File: src/rtl/haraka_pkg.sv
// Shared Haraka-S datapath definitions.
// Holds the block/word geometry and the serializer FSM state type. The 64-to-256
// deserializer is built from the same constants, so the two stay in step.
package haraka_pkg;

    localparam int unsigned BLOCK_W         = 256;
    localparam int unsigned WORD_W          = 64;
    localparam int unsigned WORDS_PER_BLOCK = 4;

    typedef logic [BLOCK_W-1:0] block_t;
    typedef logic [WORD_W-1:0]  word_t;

    typedef enum logic {
        IDLE,
        SEND
    } ser_state_t;

endpackage

File: src/rtl/block_serializer.sv
// block_serializer
// Splits one INWIDTH-bit block into NWORDS words of OUTWIDTH bits. Word 0
// (bits [OUTWIDTH-1:0]) goes out first. The number of words sent can be cut
// short for a partial final block.
//
// Ports:
//   clk        system clock, rising edge
//   rst        asynchronous active-high reset
//   in_valid   block on in_data is valid
//   in_ready   block accepted when in_valid && in_ready at a clk edge
//   in_data    block to serialize
//   in_nwords  words to emit, 1..NWORDS; 0 (or anything above NWORDS) means NWORDS
//   in_last    block is the last of the message
//   out_valid  out_data holds a word
//   out_ready  sink accepts the word
//   out_data   current word
//   out_last   current word is the final word of the final block
//   busy       a block is loaded and not fully sent
module block_serializer
    import haraka_pkg::*;
#(
    parameter int unsigned INWIDTH  = BLOCK_W,
    parameter int unsigned OUTWIDTH = WORD_W,
    localparam int unsigned NWORDS  = INWIDTH / OUTWIDTH,
    localparam int unsigned CW      = $clog2(NWORDS + 1)
) (
    input  logic                clk,
    input  logic                rst,
    input  logic                in_valid,
    output logic                in_ready,
    input  logic [INWIDTH-1:0]  in_data,
    input  logic [CW-1:0]       in_nwords,
    input  logic                in_last,
    output logic                out_valid,
    input  logic                out_ready,
    output logic [OUTWIDTH-1:0] out_data,
    output logic                out_last,
    output logic                busy
);

    localparam logic [CW-1:0] NWORDS_C = CW'(NWORDS);
    localparam logic [CW-1:0] ONE_C    = CW'(1);

    ser_state_t         r_state;
    ser_state_t         w_state_next;
    logic [INWIDTH-1:0] r_shreg;
    logic [CW-1:0]      r_remaining;
    logic               r_last;

    logic               w_out_hs;
    logic               w_last_word;
    logic               w_load;
    logic [CW-1:0]      w_nwords;

    // Handshake is taken from the state directly rather than from out_valid so
    // that in_ready does not loop back through the output process.
    assign w_out_hs    = (r_state == SEND) && out_ready;
    assign w_last_word = (r_remaining == ONE_C);
    assign w_load      = in_valid && in_ready;
    assign w_nwords    = ((in_nwords == '0) || (in_nwords > NWORDS_C)) ? NWORDS_C : in_nwords;

    // State register
    always_ff @(posedge clk or posedge rst) begin
        if (rst) begin
            r_state <= IDLE;
        end else begin
            r_state <= w_state_next;
        end
    end

    // Next-state logic
    always_comb begin
        w_state_next = r_state;
        case (r_state)
            IDLE: begin
                if (in_valid) begin
                    w_state_next = SEND;
                end
            end
            SEND: begin
                // A waiting block on the final handshake keeps us in SEND (no bubble).
                if (w_out_hs && w_last_word && !in_valid) begin
                    w_state_next = IDLE;
                end
            end
            default: w_state_next = IDLE;
        endcase
    end

    // Outputs
    always_comb begin
        out_valid = (r_state == SEND);
        busy      = (r_state == SEND);
        in_ready  = (r_state == IDLE) || (w_out_hs && w_last_word);
        out_data  = r_shreg[OUTWIDTH-1:0];
        out_last  = r_last && w_last_word;
    end

    // Shift register and word counter
    always_ff @(posedge clk or posedge rst) begin
        if (rst) begin
            r_shreg     <= '0;
            r_remaining <= '0;
            r_last      <= 1'b0;
        end else if (w_load) begin
            r_shreg     <= in_data;
            r_remaining <= w_nwords;
            r_last      <= in_last;
        end else if (w_out_hs) begin
            r_shreg     <= r_shreg >> OUTWIDTH;
            r_remaining <= r_remaining - ONE_C;
        end
    end

endmodule
File: config.mk
export PLATFORM = sky130hd
export DESIGN_NAME = block_serializer
export DESIGN_NICKNAME = d
export VERILOG_FILES = /design/src/rtl/haraka_pkg.sv /design/src/rtl/block_serializer.sv
export SDC_FILE = /design/constraint.sdc
export NUM_CORES = 1
export LEC_CHECK = 0
export CELL_PAD_IN_SITES_DETAIL_PLACEMENT = 0
export CELL_PAD_IN_SITES_GLOBAL_PLACEMENT = 2
export CORE_MARGIN = 1
export CORE_UTILIZATION = 34
export DETAILED_ROUTE_END_ITERATION = 10
export PLACE_DENSITY = 0.87
export SETUP_SLACK_MARGIN = 0.4
export SLEW_MARGIN = 20
export SYNTH_ARGS = -nofsm -noshare
export SYNTH_HDL_FRONTEND = slang
export SYNTH_SLANG_ARGS = --single-unit
export TNS_END_PERCENT = 30
File: constraint.sdc
create_clock -name clk -period 14.9 [get_ports clk]
set_input_delay 4.47 -clock clk [delete_from_list [all_inputs] [get_ports clk]]
set_output_delay 4.47 -clock clk [all_outputs]
set_load 0.02 [all_outputs]
==> results of run 1 <==
-- through the flow --
| stage | hold slack, ps | cell area, sq um |
|---|---|---|
| final | 506 | 17700 |
| after global routing | 535 | 17700 |
| after CTS | 510 | 17700 |
| after detailed placement | 492 | 16700 |
| after global placement | 496 | 16700 |
| after floorplan | 474 | 13500 |
-- cell type report --
cell class / count / area [sq um] / area share [%]
Clock buffer: 49 / 893 / 5.05
Timing Repair Buffer: 338 / 3380 / 19.1
Clock inverter: 7 / 62.6 / 0.354
Multi-Input combinational cell: 532 / 5900 / 33.4
Inverter: 68 / 263 / 1.49
Sequential cell: 261 / 6530 / 36.9
Tap cell: 518 / 648 / 3.67
Antenna cell: 1 / 2.50 / 0.0142
-- state kept, by name (all words and copies together), names as in the netlist --
register / cells
busy: 1
r_last: 1
r_remaining: 3
r_shreg: 256
-- worst max-delay path, stage by stage --
cell             delay, ps
clkdlybuf4s50_1        610
nand3b_1               160
nand2_1                110
clkdlybuf4s50_1        610
-- power breakdown --
group / switching, mW / internal, mW / leakage (nW)
sequential: 0.139 / 0.980 / 3.49
combinational: 0.402 / 0.731 / 5.03
clock: 0.289 / 0.424 / 0.467
total: 0.830 / 2.13 / 8.99
-- cells by family after synthesis --
kind of cell	count (synthesis)	share of synthesized area (%)
multiplexers	453	40.7
AO/OA/AOI/OAI	1	0.0739
XOR/XNOR	2	0.129
flip-flops	261	48.2
AND/OR/NAND/NOR	73	2.19
adder cells (fa/ha/maj)	3	0.277
buffers and inverters	190	8.38
-- per-layer routing --
layer | share of wire (%) | global-route usage, %
met5 | 0.038 | 0
met4 | 1.3 | 3.54
met3 | 5.6 | 3.16
met2 | 49 | 24.5
met1 | 44 | 18.6
-- Yosys cell counts, types with 3 or more instances --
cell type and instances:
inv_1 68, buf_6 19, ha_1 3, buf_4 65, buf_1 4, clkbuf_1 6, mux2_2 252, mux2_4 134
mux2i_1 67, buf_2 28, dfrtp_1 261, nand2_1 65
-- path summary, 6_finish.rpt --
kind	start	end	slack, ps
max in group asynchronous	rst	r_shreg[11]	8790
worst min-delay path	r_last	r_last	510
min in group asynchronous	rst	busy	4530
worst max-delay path	out_ready	in_ready	4460
worst min register to register	r_last	r_last	510
worst max register to register	r_remaining[0]	r_shreg[33]	11420
-- cells in the final DEF (no fill, tap or decap), types with 2 or more instances in the layout --
master / count
clkbuf_1: 13
buf_4: 6
clkinv_2: 5
mux2i_1: 67
clkbuf_16: 31
inv_1: 67
nand2_1: 65
nand2b_1: 2
dfrtp_1: 261
mux2_4: 134
mux2_2: 252
ha_1: 3
clkdlybuf4s50_1: 331
clkbuf_8: 5
==> impl_metrics.yaml, run 1 <==
sta:
  period_minus_slack_ps: 10440
  slew_viol_final: 0
  worst_slew_pin_slew_ps: 1100
  setup_ws_ps: 4460
  slew_headroom_pct: 26.7
  fmax_mhz: 95.8
  setup_viol: 0
  period_share_pct: 70.1
  tns_ps: 0
  hold_viol: 0
  rsz0062_at_grt: "no"
  skew_ps: 11.1
final_layout:
  nets: 1499
  final_util_pct: 45.3
  finalNonFillerCells: 1774
  drive_gt1_share_pct: 35.1
  syn_to_final_growth_pct: 30.5
  fill_cells: 3506
grt:
  grt_overflow: 0
  grt_pass1_wl_um: 47400
  grt_start_max_net_pins: 133
  grt_pass1_vias: 8624
  antenna_found_initial: 2
  grt.total_usage_pct: 14.4
synth:
  synth_area_leaders: "dfrtp_1, mux2_2, mux2_4, mux2i_1, buf_4"
  avgSynthCellArea_sq_um: 13.8
  seq_area_frac_synth_pct: 48.2
  async_flop_share_pct: 100
  synth_nets: 1250
  synth_area_sq_um: 13500
  synth_top_area_cell: "dfrtp_1"
  synth_flop_cell: "dfrtp_1"
  syn-instance-count: 983
  synth_warnings: 0
  synth_top_area_share_pct: 48.2
  synth_cell_type_count: 22
  synth_edf_count: 0
  synth-seq-cells: 261
drt:
  wirelength_um: 29300
  num_vias: 7854
  first_iter_violations: 289
  post-route-drc-count: 0
  avgRoutedWirePerCell_um: 16.5
  drtPass1Iterations: 4
  antenna_left: 0
  viasPerCell: 4.43
floorplanning:
  fp.dieW_um: 202
  initial_utilization_pct: 34.7
  io_pins: 332
  die_area_sq_um: 40600
  dieHeight_um: 202
  row_count: 72
  floorplan.core_area_sq_um: 39000
cts:
  post_cts_buffers: 0
  cts_buffers: 31
  clock_latency_ps: 550
  cts_tree: "done"
  path_clk_slew_ps: 60
  cts-resized-gates: 0
  root_buffer: "clkbuf_16"
  cts_htree_levels: 1
  clock_sinks: 261
  clk_path_buf_depth: 3
  hold_buffers: 0
placement:
  io_buffers: 331
  dp_worst_setup_slack_ps: 4470
  dp.cells: 1717
  dpl.hpwl_um: 20000
  gp_congestion: 0.721
worst_setup_path:
  path_class: "in -> out"
  cp_max_fo: 3
  cp-end-kind: "primary output"
  cp_data_arrival_time_ps: 5970
  start_kind: "primary input"
  cp.required_ps: 10430
  ff2ff_path_depth: 6
run_status:
  status: "complete, no violations"
power:
  p_per_area_nw_per_um2: 168
  p_leak_nw: 8.99
  ir_drop_uv: 82.8
  total_power_mw: 2.96
hold_path:
  hold_depth: 1
  hold_class: "reg -> reg"
flow_run:
  max-cap-violations: 0
Note: power is estimated with default switching activity, not from simulation.
==> inputs of run 2 (changes only) <==
Clock period 14.9 ns to 10.2 ns, I/O delays scaled along.
==> impl_metrics.yaml, run 2 (synthesis gave the netlist of run 1 again) <==
run_status:
  status: "complete, no violations"
worst_setup_path:
  ff2ff_path_depth: 4
  cp-end-kind: "primary output"
  r2r-start: "busy"
  path_class: "in -> out"
  cp.required_ps: 7140
  start_kind: "primary input"
  r2r-end: "r_shreg[141]"
  ff2ff_setup_slack_ps: 7150
  critPathCapture: "in_ready"
  cp_data_arrival_time_ps: 4540
  crit_start: "out_ready"
  cp_max_fo: 3
final_layout:
  nets: 1499
  final_util_pct: 45.5
  finalNonFillerCells: 1774
  largest_reg_flops: 256
  syn_to_final_growth_pct: 31.0
  final_common_cell: "clkdlybuf4s50_1"
  top_register: "r_shreg"
  finalInstanceArea_sq_um: 17700
  n_antenna_cell: 0
  final_cell_mix: "clkdlybuf4s50_1, dfrtp_1, mux2_2"
  reg_top3: "r_shreg (256), r_remaining (3)"
  drive_gt1_share_pct: 35.5
  fill_cells: 3547
  regArea_sq_um: 6530
  multi_input_area_sq_um: 5900
cts:
  hold_buffers: 0
  clock_latency_ps: 560
  cts_htree_levels: 1
  path_clk_slew_ps: 60
  post_cts_buffers: 0
  cts_buffers: 30
  clk_path_buf_depth: 3
  cts_tree: "done"
  root_buffer: "clkbuf_16"
  cts-resized-gates: 0
  clock_sinks: 261
drt:
  first_iter_violations: 246
  avgRoutedWirePerCell_um: 16.7
  drtPass1Iterations: 3
  num_vias: 7968
  antenna_left: 0
  viasPerCell: 4.49
  wirelength_um: 29600
  post-route-drc-count: 0
floorplanning:
  row_count: 72
  initial_utilization_pct: 34.7
  fp.dieW_um: 202
  dieHeight_um: 202
  floorplan.core_area_sq_um: 39000
  die_area_sq_um: 40600
  io_pins: 332
grt:
  grt.total_usage_pct: 14.4
  antenna_found_initial: 1
  grt_pass1_wl_um: 47600
  grt_pass1_vias: 8629
  grt_overflow: 0
  grt_start_max_net_pins: 133
hold_path:
  hold_class: "reg -> reg"
  hold_depth: 2
  hp-start: "r_shreg[215]"
sta:
  rsz0062_at_grt: "no"
  worst_slew_pin_slew_ps: 1070
  hold_viol: 0
  slew_viol_final: 0
  tns_ps: 0
  fmax_mhz: 132
  skew_ps: 15.7
  slew_headroom_pct: 28.4
  period_minus_slack_ps: 7600
  setup_viol: 0
  period_share_pct: 74.6
placement:
  postPlaceCellArea_sq_um: 16700
  gp_congestion: 0.744
  io_buffers: 331
  dp.cells: 1718
  dpl.hpwl_um: 20300
flow_run:
  max-cap-violations: 0
power:
  ir_drop_uv: 138
  p_per_area_nw_per_um2: 246
  p_leak_nw: 9.03
run 2: cell types whose count changed in the layout (fill, tap and decap cells not counted), sizes merged:
cell / change
clkinv: +1
diode: -1
buf: +1
inv: -1
run 2: how the worst min path moves through the flow:
| stage | to |
|---|---|
| 2_1_floorplan | r_last |
| 3_3_place_gp | r_shreg[209] |
| 3_5_place_dp | r_shreg[248] |
| 4_1_cts | r_shreg[248] |
| 5_1_grt | r_shreg[208] |
| 6_report | r_shreg[215] |
run 2: layer usage:
metal	vias to the layer above	share of wire, %	track usage, %
li1	3793	-	-
met1	3951	45	18.9
met2	186	48	24.0
met3	36	5.1	3.05
met4	2	1.9	4.14
met5	-	0.044	0
run 2: cell type report:
class                           count  share of cell area, %
Clock buffer                       49                   5.32
Sequential cell                   261                   36.8
Multi-Input combinational cell    532                   33.3
Clock inverter                      7                  0.339
Tap cell                          518                   3.65
Timing Repair Buffer              339                   19.2
Inverter                           68                   1.46
run 2: report_power, final:
part / internal, mW / switching [mW] / total, mW / leakage, nW
clock network: 0.652 / 0.427 / 1.08 / 0.501
logic: 1.07 / 0.594 / 1.66 / 5.04
registers: 1.43 / 0.200 / 1.63 / 3.49
total: 3.15 / 1.22 / 4.37 / 9.03
run 2: stage by stage:
step / setup slack, ps / power (mW) / hold WS (ps)
global route: 2510 / 4.62 / 531
global placement: 2600 / 3.28 / 510
finish: 2600 / 4.37 / 520
floorplan: 3700 / 2.97 / 474
CTS: 2590 / 4.44 / 525
detailed placement: 2600 / 3.33 / 517
run 2: critical path: stages:
cell	delay, ps
clkdlybuf4s50_1	600
nand3b_1	160
nand2_1	110
clkdlybuf4s50_1	610
==> inputs of run 3 (changes only) <==
Clock period 10.2 ns to 7.48 ns, I/O delays scaled along.
==> impl_metrics.yaml, run 3 (synthesis gave the netlist of run 1 again) <==
run_status:
  status: "complete, no violations"
final_layout:
  top_register: "r_shreg"
  syn_to_final_growth_pct: 32.4
  reg_top3: "r_shreg (256), r_remaining (3)"
  final_common_cell: "clkdlybuf4s50_1"
  largest_reg_flops: 256
  final_cell_mix: "clkdlybuf4s50_1, dfrtp_1, mux2_2"
  drive_gt1_share_pct: 35.8
  finalInstanceArea_sq_um: 17900
  nets: 1506
  fill_cells: 3519
cts:
  root_buffer: "clkbuf_16"
  clock_latency_ps: 520
  post_cts_buffers: 0
  cts-resized-gates: 0
  clk_path_buf_depth: 3
  path_clk_slew_ps: 50
  cts_htree_levels: 2
  cts_tree: "done"
  clock_sinks: 261
  cts_buffers: 34
  hold_buffers: 0
flow_run:
  max-cap-violations: 0
grt:
  grt_pass1_vias: 8735
  grt.total_usage_pct: 14.6
  grt_start_max_net_pins: 142
  grt_overflow: 0
  grt_pass1_wl_um: 47700
  antenna_found_initial: 2
worst_setup_path:
  cp-end-kind: "primary output"
  cp_data_arrival_time_ps: 3760
  start_kind: "primary input"
  path_class: "in -> out"
  ff2ff_path_depth: 4
  cp.required_ps: 5240
  cp_max_fo: 3
floorplanning:
  floorplan.core_area_sq_um: 39000
  io_pins: 332
  die_area_sq_um: 40600
  row_count: 72
  fp.dieW_um: 202
  dieHeight_um: 202
  initial_utilization_pct: 34.7
sta:
  period_minus_slack_ps: 6000
  fmax_mhz: 167
  period_share_pct: 80.2
  hold_viol: 0
  slew_headroom_pct: 32.5
  tns_ps: 0
  slew_viol_final: 0
  skew_ps: 17.8
  worst_slew_pin_slew_ps: 1010
  rsz0062_at_grt: "no"
  setup_viol: 0
drt:
  avgRoutedWirePerCell_um: 16.6
  viasPerCell: 4.47
  antenna_left: 0
  num_vias: 7951
  post-route-drc-count: 0
  drtPass1Iterations: 4
  wirelength_um: 29500
  first_iter_violations: 260
power:
  p_leak_nw: 9.10
  p_per_area_nw_per_um2: 342
  ir_drop_uv: 155
placement:
  dpl.hpwl_um: 20200
  gp_congestion: 0.757
  io_buffers: 331
  postPlaceCellArea_sq_um: 16800
hold_path:
  hold_class: "reg -> reg"
  hold_depth: 2
run 3: critical path, stage by stage:
cell	delay, ps
clkdlybuf4s50_1	610
nand3b_1	160
nand2_1	120
clkdlybuf4s50_1	620
run 3: final timing paths:
path | from | to | slack, ps
max | out_ready | in_ready | 1480
min | r_shreg[208] | r_shreg[208] | 520
max reg2reg | busy | r_shreg[125] | 4740
min reg2reg | r_shreg[208] | r_shreg[208] | 520
max in group asynchronous | rst | r_shreg[89] | 4450
min in group asynchronous | rst | r_shreg[122] | 2300
run 3: cell type report:
cell class                      instances  area (sq um)  share of cell area, %
Sequential cell                       261          6530                   36.4
Multi-Input combinational cell        532          5900                   32.9
Timing Repair Buffer                  342          3460                   19.3
Clock buffer                           50          1030                   5.77
Tap cell                              518           648                   3.61
Inverter                               68           259                   1.44
Clock inverter                          8          97.6                  0.544
Antenna cell                            1          2.50                 0.0140
run 3: stage by stage:
step / hold WS (ps) / std cells / total power [mW] / utilization [%] / setup WS [ps]
3_3_place_gp: 507 / 1721 / 4.47 / 43.1 / 1510
2_1_floorplan: 474 / 983 / 4.05 / - / 1790
4_1_cts: 525 / 1779 / 6.23 / 46.0 / 1480
3_5_place_dp: 510 / 1721 / 4.55 / 43.1 / 1490
5_1_grt: 536 / 1780 / 6.49 / 46.0 / 1420
6_report: 518 / 1780 / 6.13 / 46.0 / 1480
run 3: power by group:
group / internal, mW / leakage, nW / switching (mW)
Sequential: 1.95 / 3.49 / 0.271
Clock: 1.02 / 0.548 / 0.613
Combinational: 1.46 / 5.07 / 0.809
run 3: metal layers:
metal / vias up / GRT usage (%) / share of wire, %
li1: 3797 / - / -
met1: 3899 / 18.8 / 45
met2: 201 / 23.8 / 47
met3: 54 / 3.47 / 5.2
met4: 0 / 5.38 / 3.0
met5: - / 0 / 0
